## src/rtl/uart_tx_feeder.sv

```systemverilog
// uart_tx_feeder: 16-entry byte FIFO feeding a UART transmit driver one byte at a time.
// Latency: a write into an empty FIFO while idle raises data_en three clock edges later
//   (count update, LOAD, SEND). After each frame the FSM waits GAP_CYCLES clocks in GAP,
//   then spends one LOAD cycle before the next byte is presented.
// Backpressure: writes to a full FIFO are dropped and set the sticky overflow flag. The
//   exception is a write in the same cycle as a pop, which is accepted.
// Ports:
//   clk, rst_n               clock and asynchronous active-low reset
//   wr_en, wr_data           host byte write; one byte per cycle
//   full, empty, fifo_count  FIFO occupancy status, registered
//   overflow, ovf_clr        sticky dropped-write flag and its clear; the clear wins
//   uart_data, data_en       byte presented to the driver; uart_data is held while data_en=1
//   tx_frame_done            one-cycle pulse from the driver when the frame completes
//   tx_busy                  high in LOAD, SEND or GAP
module uart_tx_feeder #(
  parameter int DEPTH_LOG2 = 4,
  parameter int DATA_W     = 8,
  parameter int GAP_CYCLES = 16
) (
  input  logic                  clk,
  input  logic                  rst_n,
  input  logic                  wr_en,
  input  logic [DATA_W-1:0]     wr_data,
  output logic                  full,
  output logic                  empty,
  output logic [DEPTH_LOG2:0]   fifo_count,
  output logic                  overflow,
  input  logic                  ovf_clr,
  output logic [DATA_W-1:0]     uart_data,
  output logic                  data_en,
  input  logic                  tx_frame_done,
  output logic                  tx_busy
);

  localparam int DEPTH = 1 << DEPTH_LOG2;
  localparam int CW    = DEPTH_LOG2 + 1;
  localparam int GW    = $clog2(GAP_CYCLES + 1);

  localparam logic [CW-1:0]         CNT_FULL = CW'(DEPTH);
  localparam logic [CW-1:0]         CNT_ONE  = CW'(1);
  localparam logic [DEPTH_LOG2-1:0] PTR_ONE  = DEPTH_LOG2'(1);
  localparam logic [GW-1:0]         GAP_LAST = GW'(GAP_CYCLES - 1);
  localparam logic [GW-1:0]         GAP_ONE  = GW'(1);

  typedef enum logic [1:0] {S_IDLE, S_LOAD, S_SEND, S_GAP} state_e;

  state_e                  state_q, state_d;
  logic [GW-1:0]           gap_cnt_q, gap_cnt_d;
  logic [DEPTH_LOG2-1:0]   wr_ptr_q, rd_ptr_q;
  logic [CW-1:0]           count_q, count_d;
  logic                    overflow_q, overflow_d;
  logic [DATA_W-1:0]       uart_data_q;
  logic [DATA_W-1:0]       mem_q [DEPTH];
  logic                    pop, wr_ok, load_en;

  // A pop only happens in SEND, and SEND always owns the head entry, so count cannot underflow.
  assign pop   = (state_q == S_SEND) && tx_frame_done;
  // On a full FIFO, a simultaneous pop frees the slot that the write pointer already aims at.
  assign wr_ok = wr_en && ((count_q != CNT_FULL) || pop);

  always_comb begin
    count_d = count_q;
    case ({wr_ok, pop})
      2'b10:   count_d = count_q + CNT_ONE;
      2'b01:   count_d = count_q - CNT_ONE;
      default: count_d = count_q;
    endcase
  end

  always_comb begin
    overflow_d = overflow_q;
    if (ovf_clr)
      overflow_d = 1'b0;
    else if (wr_en && !wr_ok)
      overflow_d = 1'b1;
  end

  always_comb begin
    state_d   = state_q;
    gap_cnt_d = gap_cnt_q;
    load_en   = 1'b0;
    case (state_q)
      S_IDLE: begin
        if (count_q != '0) state_d = S_LOAD;
      end
      S_LOAD: begin
        load_en = 1'b1;
        state_d = S_SEND;
      end
      S_SEND: begin
        if (tx_frame_done) begin
          state_d   = S_GAP;
          gap_cnt_d = '0;
        end
      end
      S_GAP: begin
        if (gap_cnt_q == GAP_LAST) begin
          gap_cnt_d = '0;
          state_d   = (count_q != '0) ? S_LOAD : S_IDLE;
        end else begin
          gap_cnt_d = gap_cnt_q + GAP_ONE;
        end
      end
      default: state_d = S_IDLE;
    endcase
  end

  always_ff @(posedge clk or negedge rst_n) begin
    if (!rst_n) begin
      state_q     <= S_IDLE;
      gap_cnt_q   <= '0;
      wr_ptr_q    <= '0;
      rd_ptr_q    <= '0;
      count_q     <= '0;
      overflow_q  <= 1'b0;
      uart_data_q <= '0;
    end else begin
      state_q    <= state_d;
      gap_cnt_q  <= gap_cnt_d;
      count_q    <= count_d;
      overflow_q <= overflow_d;
      if (wr_ok)   wr_ptr_q    <= wr_ptr_q + PTR_ONE;
      if (pop)     rd_ptr_q    <= rd_ptr_q + PTR_ONE;
      if (load_en) uart_data_q <= mem_q[rd_ptr_q];
    end
  end

  // Storage needs no reset: the pointers and count decide which entries are valid.
  always_ff @(posedge clk) begin
    if (wr_ok) mem_q[wr_ptr_q] <= wr_data;
  end

  assign full       = (count_q == CNT_FULL);
  assign empty      = (count_q == '0);
  assign fifo_count = count_q;
  assign overflow   = overflow_q;
  assign uart_data  = uart_data_q;
  assign data_en    = (state_q == S_SEND);
  assign tx_busy    = (state_q != S_IDLE);

endmodule

```

## config.mk

```make
export PLATFORM = sky130hd
export DESIGN_NAME = uart_tx_feeder
export DESIGN_NICKNAME = d
export VERILOG_FILES = /design/src/rtl/uart_tx_feeder.sv
export SDC_FILE = /design/constraint.sdc
export NUM_CORES = 1
export LEC_CHECK = 0
export ABC_AREA = 1
export CAP_MARGIN = 20
export CORE_MARGIN = 2
export CORE_UTILIZATION = 60
export DETAILED_ROUTE_END_ITERATION = 8
export HOLD_SLACK_MARGIN = 0.02
export PLACE_DENSITY_LB_ADDON = 0.15
export SLEW_MARGIN = 10
export SYNTH_ARGS = -nofsm -noshare
export SYNTH_HDL_FRONTEND = slang
export SYNTH_SLANG_ARGS = --single-unit
```

## constraint.sdc

```tcl
create_clock -name clk -period 3.2 [get_ports clk]
set_input_delay 0.8 -clock clk [delete_from_list [all_inputs] [get_ports clk]]
set_output_delay 0.8 -clock clk [all_outputs]
set_load 0.1 [all_outputs]
```

==> impl_metrics.toml, run 1 <==
[drt]
dr.pass1.iters = 6
detail_route.wirelength_mm = 14.4
routed_via_density = 5.68
antenna_left = 0
first_iter_violations = 450
wire_per_inst_um = 17.7
drc = 0
vias = 4649

[sta]
finalHoldViolations = 0
period_minus_slack_ns = 2.69
fin_tns_setup_ns = 0
fin_crit_sh = 0.841
relSlewSlack = 0.422
setup_viol = 0
fmax_mhz = 371
tightest_slew_ns = 0.865
drv_slew = 0
rsz0062_at_grt = "false"
fin_skew_ns = 0.0102

[cells_and_area]
nets = 692
instances_no_fill = 818
syn2layout_area_growth_pct = 14.5
antenna_cells = 0
fillers = 775
stdcell_area_um2 = 7780
drive_above_1_share = 0.108

[place]
place.gp.congestion = 0.864
place_area_um2 = 7190
place_hpwl_mm = 9.25
dp.cells = 786
port_buffers = 30

[clock_tree]
root_buffer = "clkbuf_16"
cts-htree-levels = 4
holdBufCountCts = 0
clock_path_buffers = 2
numCtsBuffers = 17
clkLatencyLatePin_ns = 0.42
cts.sink_count = 157
cts_setup_buffers = 0
cts-resized-gates = 0
clkSlewWorstSetupHoldPaths_ns = 0.06
tritoncts = "built"

[job]
cap_violations = 0

[worst_hold_path]
min_from = "uart_data[3]$_DFFE_PN0N_"
hp-class = "register to register"
min_to = "uart_data[3]$_DFFE_PN0N_"
hold_depth = 2

[logic_synthesis]
syn_nets = 655
avgSynthCellArea_um2 = 10.8
synth_top_area_share = 0.565
yosysMostFrequentCell = "nand2_1"
ys.warnings.count = 0
synth_commonest_cells = "nand2_1, edfxtp_1, nand3_1"
synth-seq-cells = 157
async_reset_ff_frac = 0.185
synth_cell_types = 29
synth_edf_count = 128
synth_area_um2 = 6800
syn_inst = 628
synthTopCellsByArea = "edfxtp_1, nand2_1, dfrtp_1, nand3_1, ha_1"
yosys.area.top_type = "edfxtp_1"
synth-main-ff-cell = "edfxtp_1"
ys_seq_area_frac = 0.672

[worst_setup_path]
cp-start-kind = "input pin"
r2r_setup_slack_ns = 0.59
cp_data_arrival_time_ns = 3.01
reg2reg_from = "state_q[0]$_DFFE_PN0P_"
worstPathMaxFanout = 10
r2r_cells = 18
crit_path_frequent_cell = "nand2_1"
crit_type = "input pin to register"
slowest_stage = "clkdlybuf4s50_1"
cp_cell_sequence = "clkdlybuf4s50_1, nand2_1, inv_2, nor3_4, nor2_8, inv_1, ha_1, xor2_1, ha_1, a21oi_1, nor2_1, nand2_1, nand2_1, nand2_1, nand2_1, nand2_1, nand2_1"
critPathCaptureType = "register"
cp.required_ns = 3.52
crit_path_max_incr_delay_ns = 0.47
timing.rr.end = "fifo_count[4]$_DFFE_PN0P_"

[floorplanning]
initial_core_util = 0.622
core.rowCount = 38
core_um2 = 10900
die_h_um = 110
io_pins = 31
die_w_um = 110
die_area_um2 = 12200

[grt]
track_usage = 0.249
antenna_found_initial = 0
grt_pass1_vias = 4665
grt_max_degree = 67
grt-ovfl-total = 0
grt_first_pass_wirelength_mm = 23.5

[power]
power_density_nw_per_um2 = 1020
p_total_w = 0.00798
p_leak_nw = 3.19
ir_drop_mv = 0.958

[outcome]
status = "finished, final reports clean"
==> sequential cells by signal, summed over array words and instances, names as in the netlist <==
name	flops
uart_data	8
overflow	1
state_q	2
rd_ptr_q	4
gap_cnt_q	5
fifo_count	5
wr_ptr_q	4
mem_q	128
==> layout by cell type, fill, tap and decap left out, drive strengths merged <==
cell type	count
clkbuf	18
nand2	238
edfxtp	128
nor3	2
inv	27
a21oi	8
dfrtp	29
xnor2	2
bufinv	3
clkinv	10
xor2	8
ha	14
o21ai	9
nor2	27
buf	33
and3	1
a21boi	1
clkinvlp	1
o211ai	1
nand4	1
nand3	103
clkdlybuf4s50	12
nand3b	2
==> worst max-delay path, delay by kind of cell <==
family / cells / cell delay [ns]
AOI/OAI and AO/OA: 1 / 0.19
xor gates and xnor gates: 1 / 0.16
adders and majority gates: 2 / 0.40
buffers and inverters: 3 / 0.66
and+or+nand+nor: 10 / 0.79
==> area by class of cell <==
class	count	area, um^2	share of cell area
sequential	157	4570	0.587
clock buffer	18	429	0.0551
inverter	27	101	0.0130
tap	140	175	0.0225
clock inverter	14	168	0.0215
multi-input combinational	417	1960	0.252
timing repair buffer	45	380	0.0489
==> power breakdown <==
| part | leakage (nW) | internal (W) | switching, W | total [W] |
|---|---|---|---|---|
| Combinational | 1.38 | 0.000841 | 0.00238 | 0.00322 |
| Clock | 0.290 | 0.00123 | 0.000790 | 0.00202 |
| Sequential | 1.52 | 0.00254 | 0.000200 | 0.00274 |
==> cell families (layout without fill, tap and decap cells) <==
family	Yosys count	in the layout	share of synthesized area
AO/OA/AOI/OAI	19	19	0.0147
XOR/XNOR	10	10	0.0140
buffers and inverters	54	104	0.0407
adder cells (fa/ha/maj)	14	14	0.0258
AND/OR/NAND/NOR	374	374	0.233
flip-flops	157	157	0.672
==> worst max path at each step <==
stage                           startpoint                         to  slack [ns]  cells after the start
floorplan           state_q[0]$_DFFE_PN0P_  fifo_count[4]$_DFFE_PN0P_        0.20                     19
global placement             tx_frame_done  fifo_count[4]$_DFFE_PN0P_        0.19                     17
detailed placement           tx_frame_done  fifo_count[4]$_DFFE_PN0P_        0.11                     17
CTS                          tx_frame_done  fifo_count[4]$_DFFE_PN0P_        0.54                     17
global route                 tx_frame_done  fifo_count[4]$_DFFE_PN0P_        0.35                     16
finish                       tx_frame_done  fifo_count[4]$_DFFE_PN0P_        0.51                     17
==> metrics by stage <==
step	utilization	hold slack [ns]	setup slack [ns]
2_1_floorplan	-	0.462	0.204
3_3_place_gp	0.657	0.468	0.194
3_5_place_dp	0.657	0.474	0.111
4_1_cts	0.712	0.491	0.543
5_1_grt	0.712	0.525	0.352
6_report	0.712	0.483	0.508
==> per-layer routing <==
| layer | track usage | up-vias | part of all wire |
|---|---|---|---|
| met3 | 0.0516 | 37 | 0.069 |
| met1 | 0.328 | 2185 | 0.42 |
| met4 | 0.113 | 0 | 0.030 |
| met2 | 0.403 | 228 | 0.49 |
| li1 | - | 2199 | - |
| met5 | 0 | - | 0 |
Note: power is estimated with default switching activity, not from simulation.
==> run 2, diff against run 1 <==
==> constraint.sdc (replaced) <==
create_clock -name clk -period 2.6 [get_ports clk]
set_input_delay 0.65 -clock clk [delete_from_list [all_inputs] [get_ports clk]]
set_output_delay 0.65 -clock clk [all_outputs]
set_load 0.1 [all_outputs]
==> impl_metrics.toml, run 2 (synthesis results as in run 1) <==
[drt]
drc = 0
first_iter_violations = 572
vias = 4681
wire_per_inst_um = 17.7
antenna_left = 0
detail_route.wirelength_mm = 14.7
routed_via_density = 5.64
dr.pass1.iters = 5

[worst_setup_path]
r2r_setup_slack_ns = 0.17
cp-start-kind = "input pin"
timing.rr.end = "fifo_count[4]$_DFFE_PN0P_"
critPathCaptureType = "register"
cp_data_arrival_time_ns = 2.75
worstPathMaxFanout = 2
cp.required_ns = 2.92
crit_type = "input pin to register"
r2r_cells = 17
reg2reg_from = "state_q[0]$_DFFE_PN0P_"

[floorplanning]
core_um2 = 10900
core.rowCount = 38
die_w_um = 110
die_h_um = 110
die_area_um2 = 12200
io_pins = 31
initial_core_util = 0.622

[sta]
rsz0062_at_grt = "true"
period_minus_slack_ns = 2.44
fin_crit_sh = 0.937
relSlewSlack = 0.469
tightest_slew_ns = 0.794
drv_slew = 0
timing.final.ws_setup_ns = 0.165
fin_skew_ns = 0.00803
setup_viol = 0
fmax_mhz = 411
finalHoldViolations = 0

[worst_hold_path]
min_from = "uart_data[4]$_DFFE_PN0N_"
min_to = "uart_data[4]$_DFFE_PN0N_"
hold_depth = 2
hp-class = "register to register"

[clock_tree]
root_buffer = "clkbuf_16"
clkLatencyLatePin_ns = 0.42
tritoncts = "built"
numCtsBuffers = 17
cts.sink_count = 157
clkSlewWorstSetupHoldPaths_ns = 0.06
holdBufCountCts = 0
clock_path_buffers = 2
cts-htree-levels = 4

[place]
port_buffers = 30
place.gp.congestion = 0.864
dp.cells = 796
pre_cts_slack_ns = -0.322
place_hpwl_mm = 9.47

[cells_and_area]
antenna_cells = 0
nets = 704
top_register = "mem_q"
drive_above_1_share = 0.139
layout_commonest_cell = "nand2_1"
final_cell_mix = "nand2_1, edfxtp_1, nand3_1, buf_4"
instances_no_fill = 830
largest_reg_flops = 128
syn2layout_area_growth_pct = 16.8

[job]
cap_violations = 0

[grt]
grt_pass1_vias = 4643
grt_first_pass_wirelength_mm = 24.5
grt-ovfl-total = 0
grt_max_degree = 55
antenna_found_initial = 0
track_usage = 0.259

[power]
p_leak_nw = 3.25
ir_drop_mv = 1.11
power_density_nw_per_um2 = 1270

[outcome]
status = "finished, final reports clean"
## run 2: cell types whose count changed in the layout (fill, tap and decap cells not counted), sizes merged
cell and change:
inv -1, clkbuf +1, buf +12, bufinv +1, clkinv -1
## run 2: power by group
| group | total, W | switching [W] | internal, W | leakage [nW] |
|---|---|---|---|---|
| registers | 0.00341 | 0.000286 | 0.00313 | 1.51 |
| clock network | 0.00254 | 0.000951 | 0.00159 | 0.294 |
| logic | 0.00410 | 0.00298 | 0.00112 | 1.44 |
## run 2: through the flow
stage / total power (W) / utilization / setup TNS [ns] / cell area [um^2] / hold slack, ns
after floorplan: 0.00645 / - / 0 / 6840 / 0.354
after global placement: 0.00734 / 0.668 / -2.20 / 7310 / 0.470
after global routing: 0.0106 / 0.726 / -0.0342 / 7940 / 0.520
after detailed placement: 0.00746 / 0.668 / -6.44 / 7310 / 0.475
final: 0.0101 / 0.726 / 0 / 7940 / 0.497
after CTS: 0.0100 / 0.724 / 0 / 7910 / 0.497
## run 2: cell type report
type / instances / area (um^2)
fillers: 753 / 2990
well taps: 140 / 175
clock inverters: 13 / 171
flip-flops and latches: 157 / 4580
repair buffers: 57 / 483
inverters: 27 / 104
clock buffers: 19 / 433
multi-input cells: 417 / 2000
## run 2: worst max-delay path, cell delays in order
cell and delay, ns:
clkdlybuf4s50_1 0.46, nand2_4 0.10, inv_4 0.04, nor3_4 0.29
nor2_8 0.07, inv_1 0.08, ha_2 0.20, xor2_2 0.18
ha_2 0.21, a21oi_2 0.05, nor2_2 0.12, nand2_1 0.08
nand3_1 0.07, nand2_1 0.06, nand2_1 0.05, nand2_1 0.05
## run 2: routing by layer
layer,global-route usage,share of wire,up-vias
met5,0,0,-
met4,0.0883,0.013,0
li1,-,-,2217
met1,0.371,0.43,2253
met2,0.401,0.49,191
met3,0.0549,0.067,20
## run 2: worst max-delay path by stage
stage	startpoint	endpoint	slack [ns]	cells past startpoint
after floorplan	state_q[0]$_DFFE_PN0P_	fifo_count[4]$_DFFE_PN0P_	0.007	19
after global placement	tx_frame_done	fifo_count[4]$_DFFE_PN0P_	-0.19	16
after detailed placement	tx_frame_done	fifo_count[4]$_DFFE_PN0P_	-0.32	16
after CTS	state_q[0]$_DFFE_PN0P_	fifo_count[4]$_DFFE_PN0P_	0.09	17
after global routing	state_q[0]$_DFFE_PN0P_	fifo_count[4]$_DFFE_PN0P_	-0.03	17
final	tx_frame_done	fifo_count[4]$_DFFE_PN0P_	0.16	16
## run 2: timing repair
item,CTS,global route
buffers inserted,0,2
resized for setup,0,5
setup endpoints to repair,0,3
==> run 3, diff against run 2 <==
--- a/config.mk
+++ b/config.mk
@@ -9,6 +9,7 @@
 export CAP_MARGIN = 20
 export CORE_MARGIN = 2
 export CORE_UTILIZATION = 60
+export CTS_CLUSTER_DIAMETER = 50
 export DETAILED_ROUTE_END_ITERATION = 8
 export HOLD_SLACK_MARGIN = 0.02
 export PLACE_DENSITY_LB_ADDON = 0.15
==> results of run 3 <==
Final layout, timing and power as in run 2 (identical DEF).
==> RTL change 1 (settings of run 3) <==
Put one more register stage on the output `fifo_count`, cleared by the reset. The value now appears one clock later. The other outputs are not delayed to match. Comments in the files are not updated.
--- a/src/rtl/uart_tx_feeder.sv
+++ b/src/rtl/uart_tx_feeder.sv
@@ -133,5 +133,11 @@
   assign full       = (count_q == CNT_FULL);
   assign empty      = (count_q == '0);
-  assign fifo_count = count_q;
+  always_ff @(posedge clk or negedge rst_n) begin
+    if (!rst_n) begin
+      fifo_count <= '0;
+    end else begin
+      fifo_count <= count_q;
+    end
+  end
   assign overflow   = overflow_q;
   assign uart_data  = uart_data_q;
Behaviour: not the same (a bounded check fails within 4 cycles, from zero or initial values and one cycle with rst_n low).
==> RTL change 1 against run 3 <==
- synthesized cell count shrank 0.80%
- total power hardly changed
- critical endpoint is now count_q[4]$_DFFE_PN0P_
- sequential cell count rose by 5
- via count is 1.2% lower
- clock power grew 3%
- final area rose by 1.2%
- synthesized area is 1.7% higher
- global-route usage increased by 0.16 points
- setup slack improved by 200 ps
- count of clock-buffer cells in the layout fell by 2
- sequential power up 2%
- wire length is 2.5% higher
==> RTL change 1: results <==
set metrics [dict create \
    status "finished, final reports clean" \
    netlist_top_cells_area "edfxtp_1 (56%), nand2_1 (12%), dfrtp_1 (12%), nand3_1 (7.4%), ha_1 (2.5%)" \
    grt.overflow.total 0 \
    largest_register_ffs 128 \
    antenna_left 0 \
    async_flop_share_pct 21.0 \
    grt_usage_pct 26.1 \
    rrSetupSlack_ps 360 \
    worstHoldPathType "register to register" \
    cts_buffer_depth 2 \
    grt_pass1_wl_um 24400 \
    drtIter0Drc 363 \
    filler_cell_count 797 \
    synthesis.nets 651 \
    largest_register "mem_q" \
    grt_pass1_vias 4686 \
    vias 4625 \
    cp.arrival_ps 2560 \
    gp_congestion 0.930 \
    cts_resized 0 \
    peakVddDrop_v 0.00101 \
    final_nets 707 \
    clock_skew_ps 8.58 \
    whs_endpoint "fifo_count[2]$_DFF_PN0_" \
    hpwl_um 9880 \
    dp_cells 803 \
    drive_above_1_share_pct 14.2 \
    drt_first_pass_iters 5 \
    cts_buffers 17 \
    finalNonFillerCells 835 \
    critical_path_class "register to register" \
    tightest_slew_ps 675 \
    slowest_delay_ps 420 \
    hold_start "count_q[2]$_DFFE_PN0P_" \
    num_antenna_cells 0 \
    grt_max_degree 67 \
    postCtsSetupBuffers 0 \
    r2r_cells 15 \
    p_leak_nw 3.35 \
    synthCells 623 \
    switchingPower_mw 4.23 \
    synth_common_cells "nand2_1 (227), edfxtp_1 (128), nand3_1 (102)" \
    r2r_end "count_q[4]$_DFFE_PN0P_" \
    slowest_stage "dfrtp_1" \
    synth_seq_area_share_pct 67.9 \
    hold_path_depth 0 \
    drt_wl_total_um 15100 \
    antenna_found_initial 0 \
    cp_max_fo 5 \
    synth_cell_types 25 \
    cts.htree.levels 4 \
    clk-insertion-delay-late_ps 430 \
]
RTL change 1: worst max-delay path: cells and delay by family, from the launching register on:
| family | cells | cell delay [ps] |
|---|---|---|
| compound gates | 1 | 150 |
| fa+ha+maj | 2 | 650 |
| buf+inv | 4 | 340 |
| flops | 1 | 420 |
| simple gates | 8 | 570 |
RTL change 1: power by group through the flow:
stage | clock (mW) | combinational [mW] | sequential [mW]
after floorplan | 0 | 2.43 | 4.12
final | 2.61 | 3.97 | 3.48
after CTS | 2.62 | 3.97 | 3.48
after global routing | 2.73 | 4.34 | 3.52
after detailed placement | 0 | 3.94 | 3.53
after global placement | 0 | 3.86 | 3.51
RTL change 1: cells by family after synthesis:
family / share of synthesized area, %
compound gates: 1.39
buf+inv: 4.47
fa+ha+maj: 2.82
simple gates: 22.1
flops: 67.9
xor+xnor: 1.27
RTL change 1: layer usage:
layer	vias to the layer above	wire, um	track usage (%)
met4	0	417	9.96
met1	2191	6210	35.2
met2	179	7370	42.9
li1	2216	-	-
met5	-	0	0
met3	39	1060	4.74
RTL change 1: final cells by class:
type	count	area [sq um]	area share (%)
sequential	162	4700	58.4
multi-input combinational	407	1910	23.8
timing repair buffer	63	528	6.57
clock buffer	17	425	5.29
clock inverter	15	193	2.40
tap	143	179	2.23
inverter	28	105	1.31
RTL change 1: metrics by stage:
stage	instance area, sq um	worst slack [ps]	utilization, %	power (mW)	hold slack [ps]
finish	8040	364	71.0	10.1	445
global route	8040	175	71.0	10.6	474
CTS	8040	363	71.0	10.1	447
detailed placement	7420	38.2	65.6	7.47	428
global placement	7420	87.9	65.6	7.37	423
floorplan	6920	101	-	6.55	354
==> RTL change 2 (config.mk and constraints of run 3) <==
Made on the original files. The parameter `GAP_CYCLES` goes from 16 to 8.
--- a/src/rtl/uart_tx_feeder.sv
+++ b/src/rtl/uart_tx_feeder.sv
@@ -16,5 +16,5 @@
   parameter int DEPTH_LOG2 = 4,
   parameter int DATA_W     = 8,
-  parameter int GAP_CYCLES = 16
+  parameter int GAP_CYCLES = 8
 ) (
   input  logic                  clk,
Function: same outputs for any inputs over 10 cycles, from zero or initial values and one cycle with rst_n low; that may be too few to reach the edited logic, so the function may still have changed.
==> RTL change 2 against run 3 <==
- final area fell by 2.4%
- synthesized cell count decreased by 2.1%
- via count fell by 3.5%
- sequential share of layout area increased by 1.1 points
- wire length is 5.6% lower
- register-to-register slack worse by 100 ps
- setup slack worse by 98 ps
- count of clock-buffer cells in the layout decreased by 1
- sequential cell count down 1
- clock skew shrank 1.5 ps
- die area decreased by 0.98%
- fmax is 3.9% lower
- synthesized area down 1.0%
- total power down 4.4%
==> RTL change 2: results <==
set metrics [dict create \
    status "finished, final reports clean" \
    dp_cells 777 \
    tightest_slew_ps 839 \
    filler_cell_count 778 \
    synth_xor_area_share_pct 1.43 \
    syn_avg_cell_area_sq_um 10.9 \
    post_dp_cell_area_sq_um 7190 \
    clk-insertion-delay-late_ps 530 \
    dpl_worst_slack_ps -311 \
    grt_pass1_wl_um 21800 \
    hpwl_um 8850 \
    grt_max_degree 67 \
    p_per_area_nw_per_um2 1240 \
    p_leak_nw 3.14 \
    clockRootBuffer "clkbuf_8" \
    synth_cell_types 26 \
    synthAdderAreaFrac_pct 2.79 \
    synth-compound-area-share_pct 1.58 \
    wl_per_cell_um 17.1 \
    async_flop_share_pct 17.9 \
    grt_usage_pct 24.9 \
    peakVddDrop_v 0.00107 \
    final_nets 686 \
    synth_seq_area_share_pct 67.5 \
    finalNonFillerCells 811 \
    synthesis.nets 643 \
    synth_common_cells "nand2_1 (228), edfxtp_1 (128), nand3_1 (102)" \
]
RTL change 2: cell count changes after synthesis, moves of 2 or more:
cell      before  now
xor2_1         7   10
nand2_1      237  228
nand3b_1       2    0
nand2_2        0    2
o21ai_1        2    0
RTL change 2: worst paths after layout:
check,from,end,slack [ps],cells after the start
max,state_q[0]$_DFFE_PN0P_,fifo_count[4]$_DFFE_PN0P_,70,17
min,uart_data[1]$_DFFE_PN0N_,uart_data[1]$_DFFE_PN0N_,490,2
max in group asynchronous,rst_n,fifo_count[1]$_DFFE_PN0P_,1800,2
min reg2reg,uart_data[1]$_DFFE_PN0N_,uart_data[1]$_DFFE_PN0N_,490,2
max reg2reg,state_q[0]$_DFFE_PN0P_,fifo_count[4]$_DFFE_PN0P_,70,17
min in group asynchronous,rst_n,gap_cnt_q[0]$_DFFE_PN0P_,500,2
RTL change 2: worst max-delay path: stages (launching register included):
cell and delay [ps]:
dfrtp_1 410, inv_1 130, ha_4 200, nand2_2 100, inv_4 50, nor3_4 310, nor2_8 50, inv_1 70
ha_2 220, xor2_2 170, ha_1 170, inv_1 40, nand2_1 110, nand3_1 100, nand2_1 80, xor2_1 140
nand2_1 60, nand2_1 50
RTL change 2: report_power, final:
part           switching [mW]  internal, mW  total (mW)
registers               0.236          3.12        3.35
logic                    2.92          1.11        4.03
clock network           0.967          1.27        2.23
RTL change 2: cell type report:
cell class                 count  area share [%]
inverter                      26            1.29
multi-input combinational    407            25.1
clock buffer                  18            5.39
tap                          140            2.26
sequential                   156            58.7
clock inverter                14            1.53
timing repair buffer          50            5.71
RTL change 2: routing by layer:
layer | part of all wire [%] | track usage, % | routed length [um]
met1 | 42 | 32.2 | 5840
met2 | 50 | 41.2 | 6990
met3 | 6.5 | 6.11 | 898
met4 | 1.0 | 8.50 | 145
met5 | 0 | 0 | 0
